[src/rtl/mskaes_ks_ctrl_if.sv]
// Handshake and shared-data bundle between the key-schedule sequencer, its key source,
// its KS round datapath and the round-key consumer. The controller takes the slave modport.
interface mskaes_ks_ctrl_if #(
  parameter int d = 2
);
  logic              in_valid;
  logic              in_ready;
  logic [128*d-1:0]  sh_key_in;
  logic              abort;
  logic [128*d-1:0]  sh_ks_key;
  logic [8*d-1:0]    sh_ks_rcon;
  logic [128*d-1:0]  sh_ks_res;
  logic              rnd_en;
  logic              out_valid;
  logic              out_ready;
  logic [128*d-1:0]  sh_rk_out;
  logic [3:0]        rk_idx;
  logic              busy;
  logic              done;

  modport master (
    output in_valid, sh_key_in, abort, sh_ks_res, out_ready,
    input  in_ready, sh_ks_key, sh_ks_rcon, rnd_en, out_valid, sh_rk_out, rk_idx, busy, done
  );

  modport slave (
    input  in_valid, sh_key_in, abort, sh_ks_res, out_ready,
    output in_ready, sh_ks_key, sh_ks_rcon, rnd_en, out_valid, sh_rk_out, rk_idx, busy, done
  );
endinterface

[src/rtl/mskaes_ks_ctrl.sv]
// Masked AES-128 key-schedule sequencer: loads a shared key, steps the KS round datapath, streams keys 0..NROUNDS.
// Latency: a round key is offered LATENCY cycles after the previous one is accepted; done pulses in the final accept cycle.
// Backpressure: out_ready stalls only while a round key is offered; a round in flight is never stalled.
module mskaes_ks_ctrl #(
  parameter int d       = 2,
  parameter int LATENCY = 4,
  parameter int NROUNDS = 10
) (
  input  logic            clk,
  input  logic            rst_n,
  mskaes_ks_ctrl_if.slave bus
);

  localparam int            KW       = 128*d;
  localparam int            RW       = 8*d;
  localparam int            CW       = (LATENCY > 1) ? $clog2(LATENCY) : 1;
  localparam logic [CW-1:0] CYC_LAST = CW'(LATENCY-1);
  localparam logic [3:0]    IDX_LAST = 4'(NROUNDS);

  typedef enum logic [1:0] {
    IDLE = 2'd0,
    RUN  = 2'd1,
    OUT  = 2'd2
  } state_t;

  state_t         state_q, state_d;
  logic [KW-1:0]  key_q, key_d;
  logic [7:0]     rcon_q, rcon_d;
  logic [CW-1:0]  cyc_q, cyc_d;
  logic [3:0]     idx_q, idx_d;

  function automatic logic [7:0] xtime(input logic [7:0] a);
    return {a[6:0], 1'b0} ^ (a[7] ? 8'h1b : 8'h00);
  endfunction

  // Public constant as a trivial sharing: share 0 carries the value, the rest stay zero.
  function automatic logic [RW-1:0] share_pub(input logic [7:0] v);
    logic [RW-1:0] s;
    s = '0;
    for (int i = 0; i < 8; i++) begin
      s[i*d] = v[i];
    end
    return s;
  endfunction

  always_ff @(posedge clk or negedge rst_n) begin
    if (!rst_n) begin
      state_q <= IDLE;
      key_q   <= '0;
      rcon_q  <= '0;
      cyc_q   <= '0;
      idx_q   <= '0;
    end else begin
      state_q <= state_d;
      key_q   <= key_d;
      rcon_q  <= rcon_d;
      cyc_q   <= cyc_d;
      idx_q   <= idx_d;
    end
  end

  always_comb begin
    state_d        = state_q;
    key_d          = key_q;
    rcon_d         = rcon_q;
    cyc_d          = cyc_q;
    idx_d          = idx_q;
    bus.in_ready   = (state_q == IDLE);
    bus.busy       = (state_q != IDLE);
    bus.out_valid  = (state_q == OUT);
    bus.rnd_en     = (state_q == RUN);
    bus.sh_ks_key  = key_q;
    bus.sh_rk_out  = key_q;
    bus.rk_idx     = idx_q;
    bus.done       = 1'b0;
    bus.sh_ks_rcon = '0;

    if (state_q == RUN && cyc_q == CYC_LAST) begin
      bus.sh_ks_rcon = share_pub(rcon_q);
    end

    // Abort wipes every share so nothing of the old key survives into IDLE.
    if (bus.abort) begin
      state_d = IDLE;
      key_d   = '0;
      rcon_d  = '0;
      cyc_d   = '0;
      idx_d   = '0;
    end else begin
      case (state_q)
        IDLE: begin
          if (bus.in_valid) begin
            key_d   = bus.sh_key_in;
            idx_d   = '0;
            rcon_d  = 8'h01;
            cyc_d   = '0;
            state_d = OUT;
          end
        end
        OUT: begin
          if (bus.out_ready) begin
            if (idx_q == IDX_LAST) begin
              bus.done = 1'b1;
              state_d  = IDLE;
            end else begin
              cyc_d   = '0;
              state_d = RUN;
            end
          end
        end
        RUN: begin
          if (cyc_q == CYC_LAST) begin
            key_d   = bus.sh_ks_res;
            idx_d   = idx_q + 4'd1;
            rcon_d  = xtime(rcon_q);
            cyc_d   = '0;
            state_d = OUT;
          end else begin
            cyc_d = cyc_q + 1'b1;
          end
        end
        default: begin
          state_d = IDLE;
        end
      endcase
    end
  end

  a_run_key_hold: assert property (@(posedge clk) disable iff (!rst_n)
    (state_q == RUN && cyc_q != CYC_LAST && !bus.abort) |=> $stable(key_q));

  a_out_hold: assert property (@(posedge clk) disable iff (!rst_n)
    (state_q == OUT && !bus.out_ready && !bus.abort) |=>
      (state_q == OUT && $stable(key_q) && $stable(idx_q)));

  a_idx_range: assert property (@(posedge clk) disable iff (!rst_n) idx_q <= IDX_LAST);

endmodule

[src/flat_wrapper.sv]
// flat-port wrapper written by rule: the top's interface ports become plain ports
module mskaes_ks_ctrl_flat 
#(
  parameter int d       = 2,
  parameter int LATENCY = 4,
  parameter int NROUNDS = 10
)
  (clk, rst_n, bus_in_valid, bus_sh_key_in, bus_abort, bus_sh_ks_res, bus_out_ready, bus_in_ready, bus_sh_ks_key, bus_sh_ks_rcon, bus_rnd_en, bus_out_valid, bus_sh_rk_out, bus_rk_idx, bus_busy, bus_done);
  mskaes_ks_ctrl_if #(.d(d)) bus_i ();
  input  logic clk;
  input  logic rst_n;
  input wire logic [$bits(bus_i.in_valid)-1:0] bus_in_valid;
  input wire logic [$bits(bus_i.sh_key_in)-1:0] bus_sh_key_in;
  input wire logic [$bits(bus_i.abort)-1:0] bus_abort;
  input wire logic [$bits(bus_i.sh_ks_res)-1:0] bus_sh_ks_res;
  input wire logic [$bits(bus_i.out_ready)-1:0] bus_out_ready;
  output wire logic [$bits(bus_i.in_ready)-1:0] bus_in_ready;
  output wire logic [$bits(bus_i.sh_ks_key)-1:0] bus_sh_ks_key;
  output wire logic [$bits(bus_i.sh_ks_rcon)-1:0] bus_sh_ks_rcon;
  output wire logic [$bits(bus_i.rnd_en)-1:0] bus_rnd_en;
  output wire logic [$bits(bus_i.out_valid)-1:0] bus_out_valid;
  output wire logic [$bits(bus_i.sh_rk_out)-1:0] bus_sh_rk_out;
  output wire logic [$bits(bus_i.rk_idx)-1:0] bus_rk_idx;
  output wire logic [$bits(bus_i.busy)-1:0] bus_busy;
  output wire logic [$bits(bus_i.done)-1:0] bus_done;
  assign bus_i.in_valid = bus_in_valid;
  assign bus_i.sh_key_in = bus_sh_key_in;
  assign bus_i.abort = bus_abort;
  assign bus_i.sh_ks_res = bus_sh_ks_res;
  assign bus_i.out_ready = bus_out_ready;
  assign bus_in_ready = bus_i.in_ready;
  assign bus_sh_ks_key = bus_i.sh_ks_key;
  assign bus_sh_ks_rcon = bus_i.sh_ks_rcon;
  assign bus_rnd_en = bus_i.rnd_en;
  assign bus_out_valid = bus_i.out_valid;
  assign bus_sh_rk_out = bus_i.sh_rk_out;
  assign bus_rk_idx = bus_i.rk_idx;
  assign bus_busy = bus_i.busy;
  assign bus_done = bus_i.done;
  mskaes_ks_ctrl #(.d(d), .LATENCY(LATENCY), .NROUNDS(NROUNDS)) u_core (.clk(clk), .rst_n(rst_n), .bus(bus_i));
endmodule
[config.mk]
export PLATFORM = sky130hd
export DESIGN_NAME = mskaes_ks_ctrl_flat
export DESIGN_NICKNAME = d
export VERILOG_FILES = /design/src/rtl/mskaes_ks_ctrl_if.sv /design/src/rtl/mskaes_ks_ctrl.sv /design/src/flat_wrapper.sv
export SDC_FILE = /design/constraint.sdc
export NUM_CORES = 1
export LEC_CHECK = 0
export CELL_PAD_IN_SITES_DETAIL_PLACEMENT = 0
export CELL_PAD_IN_SITES_GLOBAL_PLACEMENT = 1
export CORE_AREA = 2 2 416 418
export CTS_CLUSTER_DIAMETER = 60
export DETAILED_ROUTE_END_ITERATION = 12
export DIE_AREA = 0 0 418 420
export MAX_ROUTING_LAYER = met4
export PLACE_DENSITY_LB_ADDON = 0.08
export REMOVE_ABC_BUFFERS = 1
export SLEW_MARGIN = 5
export SYNTH_ARGS = -nofsm -noshare
export SYNTH_HDL_FRONTEND = slang
export SYNTH_SLANG_ARGS = --single-unit
[constraint.sdc]
create_clock -name clk -period 3 [get_ports clk]
set_input_delay 0.9 -clock clk [delete_from_list [all_inputs] [get_ports clk]]
set_output_delay 0.9 -clock clk [all_outputs]
set_load 0.02 [all_outputs]
# Word level (Yosys, flattened, before mapping)
# Cells that the tools add are included.
# word_totals
inputBits,517
output_inout_bits,537
elab_cells,54
reg_bits,272
# op_classes
reduce_logical,8
bitwise,1
n_eq_ne,8
n_addsub,2
muxes,30
# op_table
op,n
$mux 256,3
$pmux 256 s2,1
$mux 8,3
$mux 2,9
$pmux 8 s2,1
$mux 15,1
$mux 4,3
$pmux 2 s3,2
$ne 3x3->1 const B,3
$pmux 4 s2,1
$xor 8x8->8,1
$reduce_and 3->1,2
$mux 1,5
$mux 5,1
$add 4x1->4 const B,1
$eq 2x2->1 const B,2
$eq 4x4->1 const B,1
$reduce_and 4->1,1
$reduce_bool 4->1,1
$ne 3x2->1 const B,1
$reduce_bool 3->1,1
$add 2x1->2 const B,1
$eq 2x1->1 const B,1
$logic_not 2->1,1
2 further kinds,2

# Logic depth before layout (Yosys ltp)
# Gate-level depths: netlist of the first run.
# depth
depth_word,5
mapped_depth,8
mapped_depth_nobuf,5

# Least setup slack after synthesis of the first run
# OpenSTA, ideal clock, no wires.
# synth_timing
path_type,input to output
startpoint,input port bus_abort
endpoint,output port bus_done
arrival_time_ns,2.039
stages,6
t_required_ns,2.100
setup_slack_ns,0.061
n_path_buf,3
path_cell_list,buf_2 -> clkinv_1 -> clkbuf_1 -> buf_1 -> nand2_1 -> nor2_1
# synth_between
elab_chain_cells,1
# synth_rtl
item,line_no,source
from (decl),flat_wrapper.sv:14,input wire logic [$bits(bus_i.abort)-1:0] bus_abort;
$mux 1,mskaes_ks_ctrl.sv:83,if (bus.abort) begin
to (decl),flat_wrapper.sv:25,output wire logic [$bits(bus_i.done)-1:0] bus_done;
# No other way between the ends.

# Final worst setup path of the first run
# layout_timing
startpoint,register u_core.state_q[1]
endpoint,output port bus_rnd_en
# layout_between
elab_chain_cells,1
# layout_rtl
item,line_no,source
from (decl),mskaes_ks_ctrl.sv:26,"state_t state_q, state_d;"
from (signal assigned),mskaes_ks_ctrl.sv:54,state_q <= state_d;
$eq 2x1->1,mskaes_ks_ctrl.sv:71,bus.rnd_en = (state_q == RUN);
to (decl),flat_wrapper.sv:20,output wire logic [$bits(bus_i.rnd_en)-1:0] bus_rnd_en;
# No other way between the ends.

==> results.cfg, run 1 <==
[status]
status = complete, no violations

[yosys]
synth_top_area_cell = dfrtp_1
ys_async_sr_fraction_pct = 100
ys_seq_area_share_pct = 40.6
synthTopCellsByCount = 285 x buf_4, 272 x dfrtp_1, 258 x o211ai_1
synth_edf_count = 0
netlist_area_mm2 = 0.0168
avgSynthCellArea_um2 = 10.8
synth-main-ff-cell = dfrtp_1
yosysMostFrequentCell = buf_4
syn_inst = 1550
yosys_warnings = 0
synth-seq-cells = 272
synth.area.top_cells = dfrtp_1 41%, mux2i_1 15%, buf_4 13%
netlist.area_leader.share_pct = 40.6
ys_types = 44

[floorplanning]
chipHeight_um = 420
core_mm2 = 0.171
dieArea_mm2 = 0.176
start_util_pct = 9.82
rows = 152
io-pin-count = 1054
die-width_um = 418

[power_and_ir_drop]
peakVddDrop_mv = 0.377
leakagePower_nw = 10.4
power_density_mw_per_mm2 = 531

[global_routing]
grt_pass1_vias = 16993
grtUsageTotal_pct = 12.3
overflow = 0
grt_pass1_wl_um = 148000
antenna_found_initial = 25
grt_max_degree = 131

[timing]
fin_crit_ps = 2910
whs_ps = 229
slew_viol_final = 0
max_slew_margin_pct = 24.0
tns_ps = 0
grt_setup_unrepaired = no
post-route-period-util_pct = 97.1
worst_slew_pin_slew_ps = 1140
fmax_ghz = 0.343
clock_skew_ps = 17.3
hold_viol = 0
finalSetupViolCount = 0

[critical_path]
crit_type = reg2out
path_delay_family = buffers and inverters
critPathSlowestCell = clkdlybuf4s15_2
slowest_delay_ps = 490
cp_cell_sequence = nand2b_2 > inv_16 > clkdlybuf4s15_2
cp-end-kind = output pin
cp.arrival_ps = 2010
cp_max_fo = 12
critPathBufInv = 2
required_ps = 2100
start_kind = flip-flop

[detailed_routing]
drtIter0Drc = 728
routedWlPerCell_um = 24.1
drc = 0
dr.pass1.iters = 4
ant_nets = 0
wl_um = 111000
vias = 15941
viasPerCell = 3.47

[finish]
nets = 2814
register_area_mm2 = 0.00681
synthToLayoutAreaGrowth_pct = 79.2
multi_input_area_mm2 = 0.00699
nFillCells = 18854
drive_gt1_share_pct = 8.82

[clock_tree]
root_buffer = clkbuf_16
clock_latency_ps = 630
cts_tree = yes
cts.sinks = 272
clockBufferDepth = 3
cts-buffers-inserted = 55
htree_levels = 2
clkTransAtPathRegs_ps = 50

[placed_design]
gp_congestion = 0.732
hpwl_um = 84600
io_buffer_count = 1045

[job]
cap_violations = 0

[min_path]
hp-class = in2async
==> through the flow <==
step                utilization, %  instances  power [mW]  cell area [um^2]  worst slack (ps)
floorplan                        -       1116        6.09             13800             -8820
finish                        17.6       4591        16.0             30100              87.1
global placement              16.4       4469        9.25             28000              -467
global route                  17.6       4590        16.7             30100              27.2
CTS                           17.6       4569        16.4             30000              8.39
detailed placement            16.4       4469        9.24             28000              -429
==> final cells by class <==
cell class,count,area share (%)
sequential,272,22.6
timing repair buffer,1121,37.8
tap,2233,9.29
inverter,7,0.166
multi-input combinational,837,23.2
clock inverter,24,1.48
antenna,22,0.183
clock buffer,75,5.16
==> kinds of logic after synthesis <==
logic type                 share of synthesized area, %
DFF                                                40.6
adders and majority gates                         0.224
muxes                                              15.8
xor gates and xnor gates                          0.157
and+or+nand+nor                                    1.16
buffers and inverters                              18.1
other                                            0.0223
AOI/OAI and AO/OA                                  24.0
==> layer usage <==
layer | wire (um) | vias to the layer above | share of wire [%] | global-route usage (%)
li1 | - | 7176 | - | -
met5 | 0 | - | 0 | -
met2 | 58700 | 523 | 53 | 21.7
met1 | 45100 | 8130 | 41 | 14.3
met4 | 2440 | 0 | 2.2 | 3.90
met3 | 4430 | 112 | 4.0 | 1.97
==> worst paths after layout <==
kind	start	end	slack (ps)	depth (start not counted)
setup / recovery	u_core.state_q[1]	bus_rnd_en	90	3
hold / removal	rst_n	u_core.bus.sh_ks_key[39]	230	1
setup reg to reg	u_core.state_q[1]	u_core.bus.sh_ks_key[99]	240	5
hold reg to reg	u_core.rcon_q[5]	u_core.rcon_q[6]	530	1
max in group asynchronous	rst_n	u_core.bus.sh_ks_key[105]	1910	2
min in group clk	u_core.rcon_q[5]	u_core.rcon_q[6]	530	1
==> sequential cells by signal, indices dropped and copies added (netlist names) <==
name                  flops
u_core.bus.sh_ks_key    256
u_core.cyc_q              2
u_core.state_q            2
u_core.bus.rk_idx         4
u_core.rcon_q             8
==> cell usage in the layout (no fill, tap or decap), types with 3 or more instances in the layout <==
master              n
dfrtp_1           271
clkinv_2            6
clkbuf_16          55
buf_4              49
diode_2            22
a21oi_1             3
conb_1              8
nand2_1             3
and3_1              9
xnor2_1             3
nor3_1              3
buf_12             27
mux2_2              5
o211ai_1          258
clkbuf_8           10
clkdlybuf4s50_1  1030
clkbuf_1           10
o31ai_1           244
o31ai_2            12
clkdlybuf4s15_2     9
bufinv_16          11
inv_1               5
mux2i_1           256
a22o_1              4
clkinvlp_4          3
and3b_1             3
==> power by group <==
part,internal (mW),total (mW),switching (mW)
clock,4.54,6.89,2.35
sequential,4.02,4.54,0.512
combinational,2.23,4.55,2.32
total,10.8,16.0,5.18
==> timing repair <==
action | CTS | global route
gates resized for setup | 41 | 1
buffers inserted | 1 | 0
hold buffers | 0 | 0
endpoints found under the setup margin | 13 | 1
Power figures use the tool's default switching activity.
==> run 2: changes to the inputs <==
--- a/config.mk
+++ b/config.mk
@@ -13,6 +13,7 @@
 export DIE_AREA = 0 0 418 420
 export MAX_ROUTING_LAYER = met4
 export PLACE_DENSITY_LB_ADDON = 0.08
+export RECOVER_POWER = 50
 export REMOVE_ABC_BUFFERS = 1
 export SLEW_MARGIN = 5
 export SYNTH_ARGS = -nofsm -noshare
==> results.cfg, run 2 (same netlist as run 1, synthesis figures left out) <==
[clock_tree]
postCtsHoldBufs = 0
clockBufferDepth = 3
root_buffer = clkbuf_16
cts.sinks = 272
cts_tree = yes
htree_levels = 2
clock_latency_ps = 640
clkTransAtPathRegs_ps = 50
cts-buffers-inserted = 55

[timing]
fin_crit_ps = 2920
max_slew_margin_pct = -20.3
grt_setup_unrepaired = no
slew_viol_final = 45
worst_slew_pin_slew_ps = 1800
fmax_ghz = 0.342
post-route-period-util_pct = 97.3
clock_skew_ps = 14.8
final.setup.worst_slack_ps = 79.7
finalSetupViolCount = 0
hold_viol = 0

[job]
cap_violations = 1

[critical_path]
reg2reg_slack_ps = 210
rr_startpoint = u_core.state_q[1]
rr_endpoint = u_core.bus.sh_ks_key[99]
cp-end-kind = output pin
slowest_delay_ps = 490
required_ps = 2100
reg2regPathDepth = 5
cp_cell_sequence = nand2b_2 > inv_16 > clkdlybuf4s15_2
cp_max_fo = 12
cp.arrival_ps = 2020
crit_type = reg2out
endpoint = bus_rnd_en
start_kind = flip-flop
critPathLaunch = u_core.state_q[1]
critPathSlowestCell = clkdlybuf4s15_2

[status]
status = finished with violations
violations = max-capacitance violations, max-slew violations

[placed_design]
place_ws_ps = -429
io_buffer_count = 1045
place_inst = 4469
place_area_mm2 = 0.0280
hpwl_um = 84600
gp_congestion = 0.732

[finish]
fin_cells = 4590
largest_reg_flops = 256
layout_commonest_cell = clkdlybuf4s50_1
drive_gt1_share_pct = 7.88
synthToLayoutAreaGrowth_pct = 77.7
layout_common_cells = 981 x clkdlybuf4s50_1, 271 x dfrtp_1, 258 x o211ai_1
nets = 2814
finalInstanceArea_mm2 = 0.0298

[global_routing]
overflow = 0
grt_pass1_wl_um = 148000
grt_max_degree = 131
antenna_found_initial = 25
grtUsageTotal_pct = 12.3
grt_pass1_vias = 16993

[detailed_routing]
ant_nets = 0
drtIter0Drc = 706
drc = 0
wl_met1_um = 45300
met2_length_um = 58900
dr.pass1.iters = 5
highest_layer = met4
viasPerCell = 3.47
met3_length_um = 4120
wl_um = 111000
vias = 15945
routedWlPerCell_um = 24.1

[power_and_ir_drop]
comb_power_share_pct = 28.1
p_seq_share_pct = 28.5
peakVddDrop_mv = 0.378
leakagePower_nw = 10.4
p_int_mw = 10.7
swShare_pct = 32.5
p_sw_mw = 5.18
power_density_mw_per_mm2 = 533
pwr-share-clk_pct = 43.4

[floorplanning]
start_util_pct = 9.82
rows = 152
core_mm2 = 0.171
io-pin-count = 1054
chipHeight_um = 420
die-width_um = 418
dieArea_mm2 = 0.176

[min_path]
hp-class = reg2reg
run 2: cell types whose count changed in the layout (fill, tap and decap cells not counted), sizes merged:
cell           before  now
dlygate4sd3         0   49
buf                80   47
diode              22   21
clkbuf             75  108
clkdlybuf4s50    1030  981
run 2: how the worst min path moves through the flow:
stage / start / end / slack, ps / cells past startpoint
final: u_core.rcon_q[5] / u_core.rcon_q[6] / 530 / 1
after global routing: u_core.rcon_q[4] / u_core.rcon_q[5] / 560 / 1
after CTS: rst_n / u_core.bus.sh_ks_key[26] / 200 / 1
after detailed placement: u_core.rcon_q[5] / u_core.rcon_q[6] / 520 / 1
after global placement: u_core.rcon_q[5] / u_core.rcon_q[6] / 500 / 1
after floorplan: u_core.rcon_q[1] / u_core.rcon_q[2] / 470 / 1
run 2: cell type report:
class / count / area [um^2]
Clock inverter: 24 / 444
Tap cell: 2233 / 2790
Clock buffer: 75 / 1550
Sequential cell: 272 / 6810
Antenna cell: 21 / 52.6
Timing Repair Buffer: 1121 / 11200
Multi-Input combinational cell: 837 / 6970
Inverter: 7 / 50.0
Fill cell: 18875 / 141000
run 2: repair_timing:
| action | CTS | global route |
|---|---|---|
| gates resized for setup | 41 | 1 |
| setup buffers | 1 | 0 |
| endpoints found under the setup margin | 13 | 1 |
run 2: per-layer routing:
metal	global-route usage, %	up-vias
met5	-	-
met4	3.90	0
met3	1.97	111
met2	21.7	498
met1	14.3	8154
li1	-	7182
run 2: through the flow:
stage | power [mW] | hold WS, ps | setup TNS [ps] | utilization, %
3_3_place_gp | 9.25 | 502 | -467 | 16.4
4_1_cts | 16.4 | 198 | 0 | 17.6
3_5_place_dp | 9.24 | 517 | -429 | 16.4
5_1_grt | 16.7 | 559 | 0 | 17.4
6_report | 15.9 | 528 | 0 | 17.4
2_1_floorplan | 6.09 | 475 | -2295980 | -
run 2: critical path, delay by kind of cell (launching register included):
kind | cells | cell delay [ps]
simple gates | 1 | 280
flops | 1 | 470
buf+inv | 2 | 620
run 2: power by group through the flow:
stage                     clock (mW)  combinational (mW)  sequential, mW
after floorplan                    0               0.811            5.28
after detailed placement           0                4.62            4.62
after CTS                       7.21                4.64            4.57
final                           6.90                4.47            4.53
after global placement             0                4.64            4.61
after global routing            7.35                4.74            4.58
==> run 3: changes to the inputs <==
--- a/config.mk
+++ b/config.mk
@@ -7,12 +7,13 @@
 export LEC_CHECK = 0
 export CELL_PAD_IN_SITES_DETAIL_PLACEMENT = 0
 export CELL_PAD_IN_SITES_GLOBAL_PLACEMENT = 1
-export CORE_AREA = 2 2 416 418
+export CORE_AREA = 2 2 408 410
+export CTS_BUF_LIST = sky130_fd_sc_hd__clkbuf_8
 export CTS_CLUSTER_DIAMETER = 60
 export DETAILED_ROUTE_END_ITERATION = 12
-export DIE_AREA = 0 0 418 420
+export DIE_AREA = 0 0 410 412
 export MAX_ROUTING_LAYER = met4
-export PLACE_DENSITY_LB_ADDON = 0.08
+export PLACE_DENSITY = 0.43
 export RECOVER_POWER = 50
 export REMOVE_ABC_BUFFERS = 1
 export SLEW_MARGIN = 5
==> results.cfg, run 3 (same netlist as run 1, synthesis figures left out) <==
[finish]
layout_common_cells = 975 x clkdlybuf4s50_1, 265 x dfrtp_1, 258 x o211ai_1
nets = 2829
largest_reg_flops = 256
layout_commonest_cell = clkdlybuf4s50_1
nFillCells = 18309
synthToLayoutAreaGrowth_pct = 73.7
drive_gt1_share_pct = 8.62
finalInstanceArea_mm2 = 0.0292
final_core_util_pct = 17.7
fin_cells = 4550

[critical_path]
required_ps = 3540
cp.arrival_ps = 3520
start_kind = primary input
cp_max_fo = 40
cp-end-kind = flip-flop
crit_type = in2reg

[detailed_routing]
ant_nets = 0
vias = 16182
drtIter0Drc = 861
met2_length_um = 59900
viasPerCell = 3.56
met3_length_um = 7480
wl_um = 123000
drc = 0
wl_met1_um = 53700
dr.pass1.iters = 5
routedWlPerCell_um = 27.0
highest_layer = met4

[floorplanning]
chipHeight_um = 412
die-width_um = 410
start_util_pct = 10.2
core_mm2 = 0.164
dieArea_mm2 = 0.169
io-pin-count = 1054
rows = 149

[status]
violations = max-slew violations
status = finished with violations

[timing]
clock_skew_ps = 43.9
grt_setup_unrepaired = no
whs_ps = 512
fmax_ghz = 0.335
finalSetupViolCount = 0
fin_crit_ps = 2980
slew_viol_final = 23
max_slew_margin_pct = -0.287
hold_viol = 0
worst_slew_pin_slew_ps = 1500
post-route-period-util_pct = 99.4

[power_and_ir_drop]
comb_power_share_pct = 34.1
power_density_mw_per_mm2 = 487
p_seq_share_pct = 31.9
leakagePower_nw = 10.3
pwr-share-clk_pct = 34.0
p_int_mw = 8.87
swShare_pct = 37.6
peakVddDrop_mv = 0.251
p_sw_mw = 5.33

[global_routing]
overflow = 0
grt_max_degree = 129
antenna_found_initial = 19
grt_pass1_wl_um = 161000
grt_pass1_vias = 16880
grtUsageTotal_pct = 14.3

[placed_design]
place_area_mm2 = 0.0279
io_buffer_count = 1045
gp_congestion = 0.869
hpwl_um = 98200
place_inst = 4424

[clock_tree]
cts-buffers-inserted = 66
cts_tree = yes
clkTransAtPathRegs_ps = 60
clock_latency_ps = 710
clockBufferDepth = 3
htree_levels = 3
cts.sinks = 272
root_buffer = clkbuf_8

[job]
cap_violations = 0

[min_path]
hp-class = reg2reg
[run 3: changes by cell type in the layout (fill, tap and decap cells not counted), moves of 8 or more]
cell and change:
dlygate4sd2_1 +46, clkbuf_2 +11, clkbuf_8 +67, diode_2 -15, dlygate4sd3_1 -47, buf_12 +8, clkbuf_16 -55, clkbuf_1 -11
inv_1 +21
[run 3: layer usage]
| metal | up-vias | track usage, % |
|---|---|---|
| met2 | 663 | 23.2 |
| li1 | 7173 | - |
| met5 | - | - |
| met3 | 107 | 2.96 |
| met1 | 8239 | 18.3 |
| met4 | 0 | 3.06 |
[run 3: area by class of cell]
class	instances	area, um^2	area share (%)
Clock inverter	37	304	1.04
Sequential cell	272	6820	23.4
Inverter	7	50.0	0.172
Timing Repair Buffer	1125	11200	38.4
Multi-Input combinational cell	837	6960	23.9
Antenna cell	6	15.0	0.0515
Tap cell	2189	2740	9.39
Clock buffer	77	1060	3.64
[run 3: worst max-delay path, stage by stage]
cell and delay (ps):
dlygate4sd3_1 620, mux2_1 330, a21oi_1 380, clkbuf_2 720, buf_12 320, o31ai_1 130
[run 3: path summary, 6_finish.rpt]
kind | cells after the start | from | slack, ps | end
hold / removal | 1 | u_core.rcon_q[1] | 510 | u_core.rcon_q[2]
hold reg to reg | 1 | u_core.rcon_q[1] | 510 | u_core.rcon_q[2]
min in group asynchronous | 2 | rst_n | 1000 | u_core.bus.sh_ks_key[188]
setup reg to reg | 4 | u_core.state_q[1] | 120 | u_core.bus.sh_ks_key[20]
max in group asynchronous | 3 | rst_n | 290 | u_core.bus.sh_ks_key[82]
setup / recovery | 6 | bus_in_valid | 20 | u_core.bus.sh_ks_key[252]
[run 3: power groups by stage]
stage | combinational (mW) | sequential, mW | clock [mW]
3_5_place_dp | 5.00 | 4.60 | 0
6_report | 4.84 | 4.52 | 4.83
5_1_grt | 5.10 | 4.57 | 5.20
4_1_cts | 5.00 | 4.54 | 5.10
3_3_place_gp | 5.02 | 4.59 | 0
2_1_floorplan | 0.811 | 5.28 | 0
[run 3: timing repair]
| action | 4_1_cts | 5_1_grt |
|---|---|---|
| setup buffers | 3 | 0 |
| hold buffers | 1 | 0 |
| gates resized for setup | 81 | 2 |
| pin swaps | 0 | 0 |
| hold endpoints to repair | 10 | 0 |
| cloned | 2 | 0 |
| endpoints found under the setup margin | 68 | 1 |
[run 3: through the flow]
step                       TNS, ps  worst slack, ps  total power, mW
final                            0             19.2             14.2
after global routing             0             2.22             14.9
after CTS                   -0.415           -0.415             14.6
after detailed placement      -174             -174             9.60
after global placement        -216             -216             9.61
after floorplan           -2295980            -8820             6.09
